$ cat src/rtl/c906_mem_bist_pkg.sv
// Shared types and pattern generator for the C906 SRAM march BIST.
// Both march pattern sets are derived from a single seed XORed with the address.
package c906_mem_bist_pkg;

    typedef enum logic [2:0] {
        IDLE  = 3'd0,
        WA    = 3'd1,
        RA    = 3'd2,
        WB    = 3'd3,
        RB    = 3'd4,
        DRAIN = 3'd5,
        DONE  = 3'd6
    } bist_state_e;

    localparam int unsigned PAT_W = 64;

    // Full-width pattern; callers truncate to their data width.
    function automatic logic [PAT_W-1:0] pattern(input logic [PAT_W-1:0] addr,
                                                 input logic             inv,
                                                 input logic [PAT_W-1:0] seed);
        logic [PAT_W-1:0] p;
        p = seed ^ addr;
        return inv ? ~p : p;
    endfunction

endpackage

$ cat src/rtl/c906_mem_bist_if.sv
// Single-port SRAM bus between the BIST engine (master) and the array (slave).
interface c906_mem_bist_if #(
    parameter int unsigned ADDR_WIDTH = 9,
    parameter int unsigned DATA_WIDTH = 64
);
    logic                  mem_cen_b;
    logic                  mem_wen_b;
    logic [ADDR_WIDTH-1:0] mem_addr;
    logic [DATA_WIDTH-1:0] mem_din;
    logic [DATA_WIDTH-1:0] mem_dout;

    modport master (
        output mem_cen_b, mem_wen_b, mem_addr, mem_din,
        input  mem_dout
    );

    modport slave (
        input  mem_cen_b, mem_wen_b, mem_addr, mem_din,
        output mem_dout
    );
endinterface

$ cat src/rtl/c906_mem_bist_chk.sv
// Read-data checker: one-stage expected-data pipe aligned to SRAM read latency,
// comparator and sticky fail flag.
module c906_mem_bist_chk #(
    parameter int unsigned DATA_WIDTH = 64
) (
    input  logic                  clk_i,
    input  logic                  rst_n_i,
    input  logic                  rd_vld_i,
    input  logic [DATA_WIDTH-1:0] rd_exp_i,
    input  logic [DATA_WIDTH-1:0] mem_dout_i,
    output logic                  fail_o
);
    logic                  chk_vld_q;
    logic [DATA_WIDTH-1:0] exp_q;
    logic                  fail_q;
    logic                  fail_d;
    logic                  mismatch;

    // mem_dout is only looked at while a check is pending, so X elsewhere is harmless.
    assign mismatch = chk_vld_q && (mem_dout_i != exp_q);
    assign fail_d   = fail_q | mismatch;

    always_ff @(posedge clk_i or negedge rst_n_i) begin
        if (!rst_n_i) begin
            chk_vld_q <= 1'b0;
            exp_q     <= '0;
            fail_q    <= 1'b0;
        end else begin
            chk_vld_q <= rd_vld_i;
            exp_q     <= rd_exp_i;
            fail_q    <= fail_d;
        end
    end

    assign fail_o = fail_q;

endmodule

$ cat src/rtl/c906_mem_bist.sv
// Self-starting 4-phase march BIST for one C906 single-port SRAM: FSM, address
// counter and registered SRAM drive; read checking lives in c906_mem_bist_chk.
module c906_mem_bist
    import c906_mem_bist_pkg::*;
#(
    parameter int unsigned ADDR_WIDTH = 9,
    parameter int unsigned DATA_WIDTH = 64,
    parameter logic [63:0] SEED       = 64'h5555_5555_5555_5555
) (
    input  logic               forever_cpuclk,
    input  logic               cpurst_b,
    c906_mem_bist_if.master    mem,
    output logic               bist_done,
    output logic               mem_test_pass,
    output logic               mem_test_fail
);
    localparam logic [ADDR_WIDTH-1:0] ADDR_MAX = '1;

    bist_state_e           state_q, state_d;
    logic [ADDR_WIDTH-1:0] addr_q, addr_d;
    logic                  cen_q, cen_d;
    logic                  wen_q, wen_d;
    logic [DATA_WIDTH-1:0] din_q, din_d;
    logic                  done_q, done_d;
    logic                  rd_vld;
    logic [DATA_WIDTH-1:0] rd_exp;
    logic                  chk_fail;

    function automatic logic [DATA_WIDTH-1:0] pat_at(input logic [ADDR_WIDTH-1:0] a,
                                                      input logic                  inv);
        logic [PAT_W-1:0] full;
        full = pattern(PAT_W'(a), inv, SEED);
        return full[DATA_WIDTH-1:0];
    endfunction

    // Next state and next registered port values; din is zero unless writing.
    always_comb begin
        state_d = state_q;
        addr_d  = addr_q;
        cen_d   = cen_q;
        wen_d   = wen_q;
        din_d   = '0;
        done_d  = done_q;
        case (state_q)
            IDLE: begin
                state_d = WA;
                addr_d  = '0;
                cen_d   = 1'b0;
                wen_d   = 1'b0;
                din_d   = pat_at('0, 1'b0);
            end
            WA: begin
                if (addr_q == ADDR_MAX) begin
                    state_d = RA;
                    addr_d  = '0;
                    wen_d   = 1'b1;
                end else begin
                    addr_d = addr_q + 1'b1;
                    din_d  = pat_at(addr_q + 1'b1, 1'b0);
                end
            end
            RA: begin
                if (addr_q == ADDR_MAX) begin
                    state_d = WB;
                    addr_d  = ADDR_MAX;
                    wen_d   = 1'b0;
                    din_d   = pat_at(ADDR_MAX, 1'b1);
                end else begin
                    addr_d = addr_q + 1'b1;
                end
            end
            WB: begin
                if (addr_q == '0) begin
                    state_d = RB;
                    addr_d  = ADDR_MAX;
                    wen_d   = 1'b1;
                end else begin
                    addr_d = addr_q - 1'b1;
                    din_d  = pat_at(addr_q - 1'b1, 1'b1);
                end
            end
            RB: begin
                if (addr_q == '0) begin
                    state_d = DRAIN;
                    cen_d   = 1'b1;
                end else begin
                    addr_d = addr_q - 1'b1;
                end
            end
            DRAIN: begin
                state_d = DONE;
                done_d  = 1'b1;
            end
            DONE: begin
                state_d = DONE;
            end
            default: begin
                state_d = IDLE;
                cen_d   = 1'b1;
                wen_d   = 1'b1;
            end
        endcase
    end

    always_ff @(posedge forever_cpuclk or negedge cpurst_b) begin
        if (!cpurst_b) begin
            state_q <= IDLE;
            addr_q  <= '0;
            cen_q   <= 1'b1;
            wen_q   <= 1'b1;
            din_q   <= '0;
            done_q  <= 1'b0;
        end else begin
            state_q <= state_d;
            addr_q  <= addr_d;
            cen_q   <= cen_d;
            wen_q   <= wen_d;
            din_q   <= din_d;
            done_q  <= done_d;
        end
    end

    // A read is issued in every cycle the registered port shows cen=0, wen=1.
    assign rd_vld = ~cen_q & wen_q;
    assign rd_exp = pat_at(addr_q, state_q == RB);

    c906_mem_bist_chk #(
        .DATA_WIDTH(DATA_WIDTH)
    ) u_chk (
        .clk_i      (forever_cpuclk),
        .rst_n_i    (cpurst_b),
        .rd_vld_i   (rd_vld),
        .rd_exp_i   (rd_exp),
        .mem_dout_i (mem.mem_dout),
        .fail_o     (chk_fail)
    );

    assign mem.mem_cen_b = cen_q;
    assign mem.mem_wen_b = wen_q;
    assign mem.mem_addr  = addr_q;
    assign mem.mem_din   = din_q;
    assign bist_done     = done_q;
    assign mem_test_fail = chk_fail;
    // Pass cannot assert before done, and a late DRAIN mismatch lands together with done.
    assign mem_test_pass = done_q & ~chk_fail;

endmodule

$ cat src/flat_wrapper.sv
// flat-port wrapper written by rule: the top's interface ports become plain ports
module c906_mem_bist_flat import c906_mem_bist_pkg::*;
#(
    parameter int unsigned ADDR_WIDTH = 9,
    parameter int unsigned DATA_WIDTH = 64,
    parameter logic [63:0] SEED       = 64'h5555_5555_5555_5555
)
  (forever_cpuclk, cpurst_b, bist_done, mem_test_pass, mem_test_fail, mem_mem_cen_b, mem_mem_wen_b, mem_mem_addr, mem_mem_din, mem_mem_dout);
  c906_mem_bist_if #(.ADDR_WIDTH(ADDR_WIDTH), .DATA_WIDTH(DATA_WIDTH)) mem_i ();
  input  logic forever_cpuclk;
  input  logic cpurst_b;
  output logic bist_done;
  output logic mem_test_pass;
  output logic mem_test_fail;
  output wire logic [$bits(mem_i.mem_cen_b)-1:0] mem_mem_cen_b;
  output wire logic [$bits(mem_i.mem_wen_b)-1:0] mem_mem_wen_b;
  output wire logic [$bits(mem_i.mem_addr)-1:0] mem_mem_addr;
  output wire logic [$bits(mem_i.mem_din)-1:0] mem_mem_din;
  input wire logic [$bits(mem_i.mem_dout)-1:0] mem_mem_dout;
  assign mem_mem_cen_b = mem_i.mem_cen_b;
  assign mem_mem_wen_b = mem_i.mem_wen_b;
  assign mem_mem_addr = mem_i.mem_addr;
  assign mem_mem_din = mem_i.mem_din;
  assign mem_i.mem_dout = mem_mem_dout;
  c906_mem_bist #(.ADDR_WIDTH(ADDR_WIDTH), .DATA_WIDTH(DATA_WIDTH), .SEED(SEED)) u_core (.forever_cpuclk(forever_cpuclk), .cpurst_b(cpurst_b), .mem(mem_i), .bist_done(bist_done), .mem_test_pass(mem_test_pass), .mem_test_fail(mem_test_fail));
endmodule
$ cat config.mk
export PLATFORM = sky130hd
export DESIGN_NAME = c906_mem_bist_flat
export DESIGN_NICKNAME = d
export VERILOG_FILES = /design/src/rtl/c906_mem_bist_pkg.sv /design/src/rtl/c906_mem_bist_if.sv /design/src/rtl/c906_mem_bist_chk.sv /design/src/rtl/c906_mem_bist.sv /design/src/flat_wrapper.sv
export SDC_FILE = /design/constraint.sdc
export NUM_CORES = 1
export LEC_CHECK = 0
export BUFFER_PORTS_ARGS = -buffer_cell sky130_fd_sc_hd__buf_2
export CORE_UTILIZATION = 48
export CTS_BUF_LIST = sky130_fd_sc_hd__clkbuf_4 sky130_fd_sc_hd__clkbuf_8 sky130_fd_sc_hd__clkbuf_16
export DETAILED_ROUTE_END_ITERATION = 10
export HOLD_SLACK_MARGIN = 0.1
export PLACE_DENSITY = 0.74
export SYNTH_ARGS = -nofsm -noshare
export SYNTH_HDL_FRONTEND = slang
export SYNTH_HIERARCHICAL = 1
export SYNTH_SLANG_ARGS = --single-unit
$ cat constraint.sdc
create_clock -name forever_cpuclk -period 2.7 [get_ports forever_cpuclk]
set_input_delay 0.135 -clock forever_cpuclk [delete_from_list [all_inputs] [get_ports forever_cpuclk]]
set_output_delay 0.135 -clock forever_cpuclk [all_outputs]
set_load 0.05 [all_outputs]
# After elaboration in Yosys (flattened, before gate mapping)
# Cells that the tools add are included.
[totals] reg_bits=145 inputBits=66 elab_cells=67
[op_classes] n_addsub=2 n_eq_ne=13 muxes=20 bitwise=12 n_reduce_logical=11
[op_table] cell="64-bit case mux with 4 select lines" n=1
[op_table] cell="64-bit two-way mux" n=3
[op_table] cell="63-bit inverter with 64-bit output" n=2
[op_table] cell="5-bit inverter with 32-bit output" n=3
[op_table] cell="64-bit inequality test" n=1
[op_table] cell="63-bit two-way mux" n=1
[op_table] cell="9-bit case mux with 5 select lines" n=1
[op_table] cell="9-bit two-way mux" n=4
[op_table] cell="3-bit case mux with 6 select lines" n=1
[op_table] cell="3-bit two-way mux" n=4
[op_table] cell="9-bit by 1-bit adder with 9-bit output (second input constant)" n=1
[op_table] cell="3-bit == test (second input constant)" n=3
[op_table] cell="9-bit == test (second input constant)" n=1
[op_table] cell="9-bit zero test" n=1
[op_table] cell="9-bit by 1-bit subtractor with 9-bit output (second input constant)" n=1
[op_table] cell="2-bit by 1-bit inequality test with 1-bit output (second input constant)" n=4
[op_table] cell="4-bit AND reduction" n=2
[op_table] cell="3-bit by 2-bit == test with 1-bit output (second input constant)" n=2
[op_table] cell="1-bit case mux with 5 select lines" n=1
[op_table] cell="5-bit nonzero test" n=1
[op_table] cell="5-bit OR reduction" n=1
[op_table] cell="1-bit inverter" n=4
[op_table] cell="2-bit AND reduction" n=2
[op_table] cell="3-bit by 1-bit == test with 1-bit output (second input constant)" n=1
[op_table] cell="other kinds (9)" n=12

# Longest topological paths before layout
[logic_depth] depth_word=5 ltp_mapped=11 depth_no_buf=11

# By module
# The synthesis kept the hierarchy.
[modules_own_cells] mod="c906_mem_bist" n_inst=1 cells_each=294 area_each_um2=2402.3
[modules_own_cells] mod="c906_mem_bist_chk" n_inst=1 cells_each=152 area_each_um2=2357.3

# Worst setup path before layout
# OpenSTA, ideal clock, no wires.
[synth_path] path_kind="register to register" start="register u_core.addr_q[0], in the netlist u_core/mem.mem_addr[0]" end="register u_core.addr_q[5], in the netlist u_core/mem.mem_addr[5]" setup_time_ns=0.087 t_arrival_ns=2.910 required_ns=2.613 setup_slack_ns=-0.297 stages_incl_launch_ff=12 synth_period_minus_slack_ns=2.997 path_cell_list="dfrtp_1 > ha_1 > and3_1 > and3_1 > nand3_1 > inv_1 > ha_1 > or4b_2 > o21a_1 > o221ai_1 > o31ai_1 > o211ai_1"
[synth_via] elab_chain_cells=3 word_cells_on_any_way=11 cone_classes="2 x add/sub; 2 x eq/ne; 5 x mux; 2 x reduce/logical"
[synth_lines] item="from (decl)" line_no="c906_mem_bist.sv:20" rtl="logic [ADDR_WIDTH-1:0] addr_q, addr_d;"
[synth_lines] item="from (signal assigned)" line_no="c906_mem_bist.sv:115" rtl="addr_q <= addr_d;"
[synth_lines] item="9-bit by 1-bit subtractor with 9-bit output, or another cell as far along" line_no="c906_mem_bist.sv:78, c906_mem_bist.sv:87"
[synth_lines] item="9-bit two-way mux, or another cell as far along" line_no="c906_mem_bist.sv:83" rtl="if (addr_q == '0) begin"
[synth_lines] item="9-bit case mux with 5 select lines / 2-bit AND reduction (equally long branches)"
# Several ways; a longest one is shown, not always the timed one. The select of a mux whose other input is x is not followed.
# A chain may end at the register's enable or synchronous reset.

# Worst setup path in the final report
[layout_path] start="register u_core.addr_q[0], in the netlist u_core/mem.mem_addr[0]" end="register u_core.wen_q, in the netlist u_core/mem.mem_wen_b"
[layout_via] elab_chain_cells=3 word_cells_on_any_way=6 cone_classes="4 x eq/ne; 2 x reduce/logical"
[layout_lines] item="9-bit == test / 9-bit zero test (equally long branches)" line_no="c906_mem_bist.sv:53, c906_mem_bist.sv:63, c906_mem_bist.sv:73"
[layout_lines] item="2-bit by 1-bit inequality test with 1-bit output (no line)"
[layout_lines] item="4-bit AND reduction (no line) (*)"
[layout_lines] item="to (signal assigned)" line_no="c906_mem_bist.sv:117" rtl="wen_q <= wen_d;"
[layout_lines] item="to (decl)" line_no="c906_mem_bist.sv:22" rtl="logic wen_q, wen_d;"
# Every way passes the cells marked *; elsewhere a longest branch is shown, timed or not.

==> reports/qor.yml <==
fin_crit_ns: 2.56
h-tree-depth: 3
synth_edf_count: 0
synth_seq_cells: 92
grtUsageTotal_pct: 22.8
syn-mean-instance-area_um2: 10.7
crit_chain: "buf_4 > inv_1 > ha_1 > or4b_1 > nor2_4 > nor2_1 > o22ai_1 > a221o_1"
place.gp.congestion: 0.917
setup_violations: 0
diodes: 0
drt_iter0_markers: 219
slew_violations: 0
wl_met2_um: 5530
hp-class: "in -> async"
rsz0062_at_grt: "no"
die_x_um: 102
cts_tree: "yes"
antenna_found_initial: 0
fin_ws_ns: 0.144
clock_sinks: 92
hold_viol: 0
wl_met1_um: 5080
area_growth_pct: 18.8
synth_top_family_by_area: "XOR/XNOR gates"
p_leak_nw: 2.53
critPathSlowestCell: "nor2_1"
slew_headroom_pct: 36.6
ir_drop_mv: 0.397
startpoint_type: "flop"
topRoutingLayerUsed: "met4"
cts-root-buf: "clkbuf_8"
path_buf_inv: 2
design_area_um2: 5650
clock_path_buffers: 2
period_share_pct: 94.7
syn_nets: 518
final_nets: 633
final_cell_mix: "buf_2 (142), dfrtp_1 (88), xnor2_1 (80), buf_4 (30), o21ai_0 (24)"
synth_ff_type: "dfrtp_1"
yosysSeqAreaShare_pct: 48.4
die_h_um: 102
tns_ns: 0
worstMarginPinSlew_ns: 0.948
clkTransAtPathRegs_ns: 0.10
placed_area_um2: 5380
ioPinCount: 144
synth-xor-area-share_pct: 14.7
final_common_cell: "buf_2"
whs_ns: 0.261
synth-simple-area-share_pct: 10.9
synth-compound-area-share_pct: 12.3
wl_per_cell_um: 16.4
status: "completed"
synth.cell_area_um2: 4760
drt-total-wl_um: 11400
fmax_ghz: 0.391
cts_made_buffers: 9
power_density_nw_per_um2: 467
die_area_um2: 10300
synth-async-reset-ratio_pct: 100
synthCells: 446
grt_max_degree: 61
critPathRequiredTime_ns: 2.98
rows: 35
drc: 0
critPathMaxFanout: 11
avgViaCountPerCell: 5.17
yosysWarnings: 6
grt_pass1_vias: 3485
first_pass_iters: 5
end_kind: "flop"
cts_setup_buffers: 0
core_area_um2: 9420
met3_length_um: 642
max-cap-violations: 0
portBuffers: 143
crit_type: "reg -> reg"
fin_skew_ns: 0.00949
dp_slack_ns: 0.0943
grt_pass1_wl_um: 17600
drive_gt1_share_pct: 36.6
timing.critical_path.slowest_cell_delay_ns: 0.72
synthDistinctLibCells: 57
crit_family: "simple AND/OR/NAND/NOR gates"
clock_latency_ns: 0.35
ant_nets: 0
gr-total-overflow: 0
start_util_pct: 50.6
num_vias: 3596
cp.arrival_ns: 2.84
synthMuxAreaShare_pct: 0.210
hpwl_um: 8250
synth_fa_ha_area_share_pct: 1.58
==> layout make-up <==
cell class,count,area (um^2)
Clock inverter,6,119
Clock buffer,10,131
Timing Repair Buffer,174,966
Sequential cell,92,2310
Multi-Input combinational cell,271,1920
Fill cell,774,3760
Inverter,13,48.8
Tap cell,129,161
==> synthesized netlist by cell type (4+ instances only) <==
library cell | instances | area [um^2]
a21oi_1 | 17 | 85.1
a22oi_1 | 6 | 45.0
buf_4 | 54 | 405
buf_6 | 4 | 45.0
clkbuf_1 | 6 | 22.5
dfrtp_1 | 90 | 2250
ha_1 | 6 | 75.1
inv_1 | 12 | 45.0
nand2_1 | 20 | 75.1
nand3_1 | 7 | 35.0
nand4_1 | 17 | 106
nor2_1 | 19 | 71.3
nor3_1 | 7 | 35.0
nor4_1 | 4 | 25.0
o211ai_1 | 4 | 30.0
o21ai_0 | 24 | 120
o22ai_1 | 6 | 37.5
xnor2_1 | 80 | 701
==> kinds of logic after synthesis <==
group | after synthesis
mux | 1
fa+ha+maj | 6
xor+xnor | 80
simple gates | 96
compound gates | 88
flops | 92
buf+inv | 83
==> flip-flops by register name, indices dropped and copies added, names as in the netlist <==
signal / flops
u_core/bist_done: 1
u_core/state_q: 3
u_core/mem.mem_wen_b: 1
u_core/u_chk/fail_o: 1
u_core/mem.mem_cen_b: 1
u_core/mem.mem_addr: 9
u_core/u_chk/exp_q: 64
u_core/u_chk/chk_vld_q: 1
u_core/mem.mem_din: 11
==> power by group <==
part | switching, mW | internal [mW] | total [mW]
Clock | 0.489 | 0.637 | 1.13
Combinational | 0.0643 | 0.0711 | 0.135
Sequential | 0 | 1.38 | 1.38
==> through the flow <==
stage	util, %	power (mW)	cells
after floorplan	-	1.45	446
after global placement	57.1	1.54	678
after detailed placement	57.1	1.54	678
after CTS	59.9	2.66	695
after global routing	60.1	2.75	695
final	60.1	2.64	695
==> what timing repair did <==
action                     CTS  global route
hold buffers                 1             0
hold endpoints to repair    32             0
setup endpoints to repair    0             3
gates resized for setup      0             4
==> worst paths after layout <==
path / start / endpoint / slack, ns / cells past startpoint
worst max register to register: u_core/mem.mem_addr[0] / u_core/mem.mem_wen_b / 0.14 / 8
max in group asynchronous: cpurst_b / u_core/mem.mem_wen_b / 1.74 / 3
worst min-delay path: cpurst_b / u_core/u_chk/exp_q[40] / 0.26 / 2
min in group forever_cpuclk: mem_mem_dout[10] / u_core/u_chk/fail_o / 0.29 / 6
worst min register to register: u_core/u_chk/chk_vld_q / u_core/u_chk/fail_o / 0.47 / 1
worst max-delay path: u_core/mem.mem_addr[0] / u_core/mem.mem_wen_b / 0.14 / 8
==> per-layer routing <==
metal | global-route usage, % | up-vias
met5 | 0 | -
met4 | 5.46 | 0
met3 | 3.93 | 17
met2 | 38.6 | 148
met1 | 30.4 | 1702
li1 | - | 1729
Power figures use the tool's default switching activity.
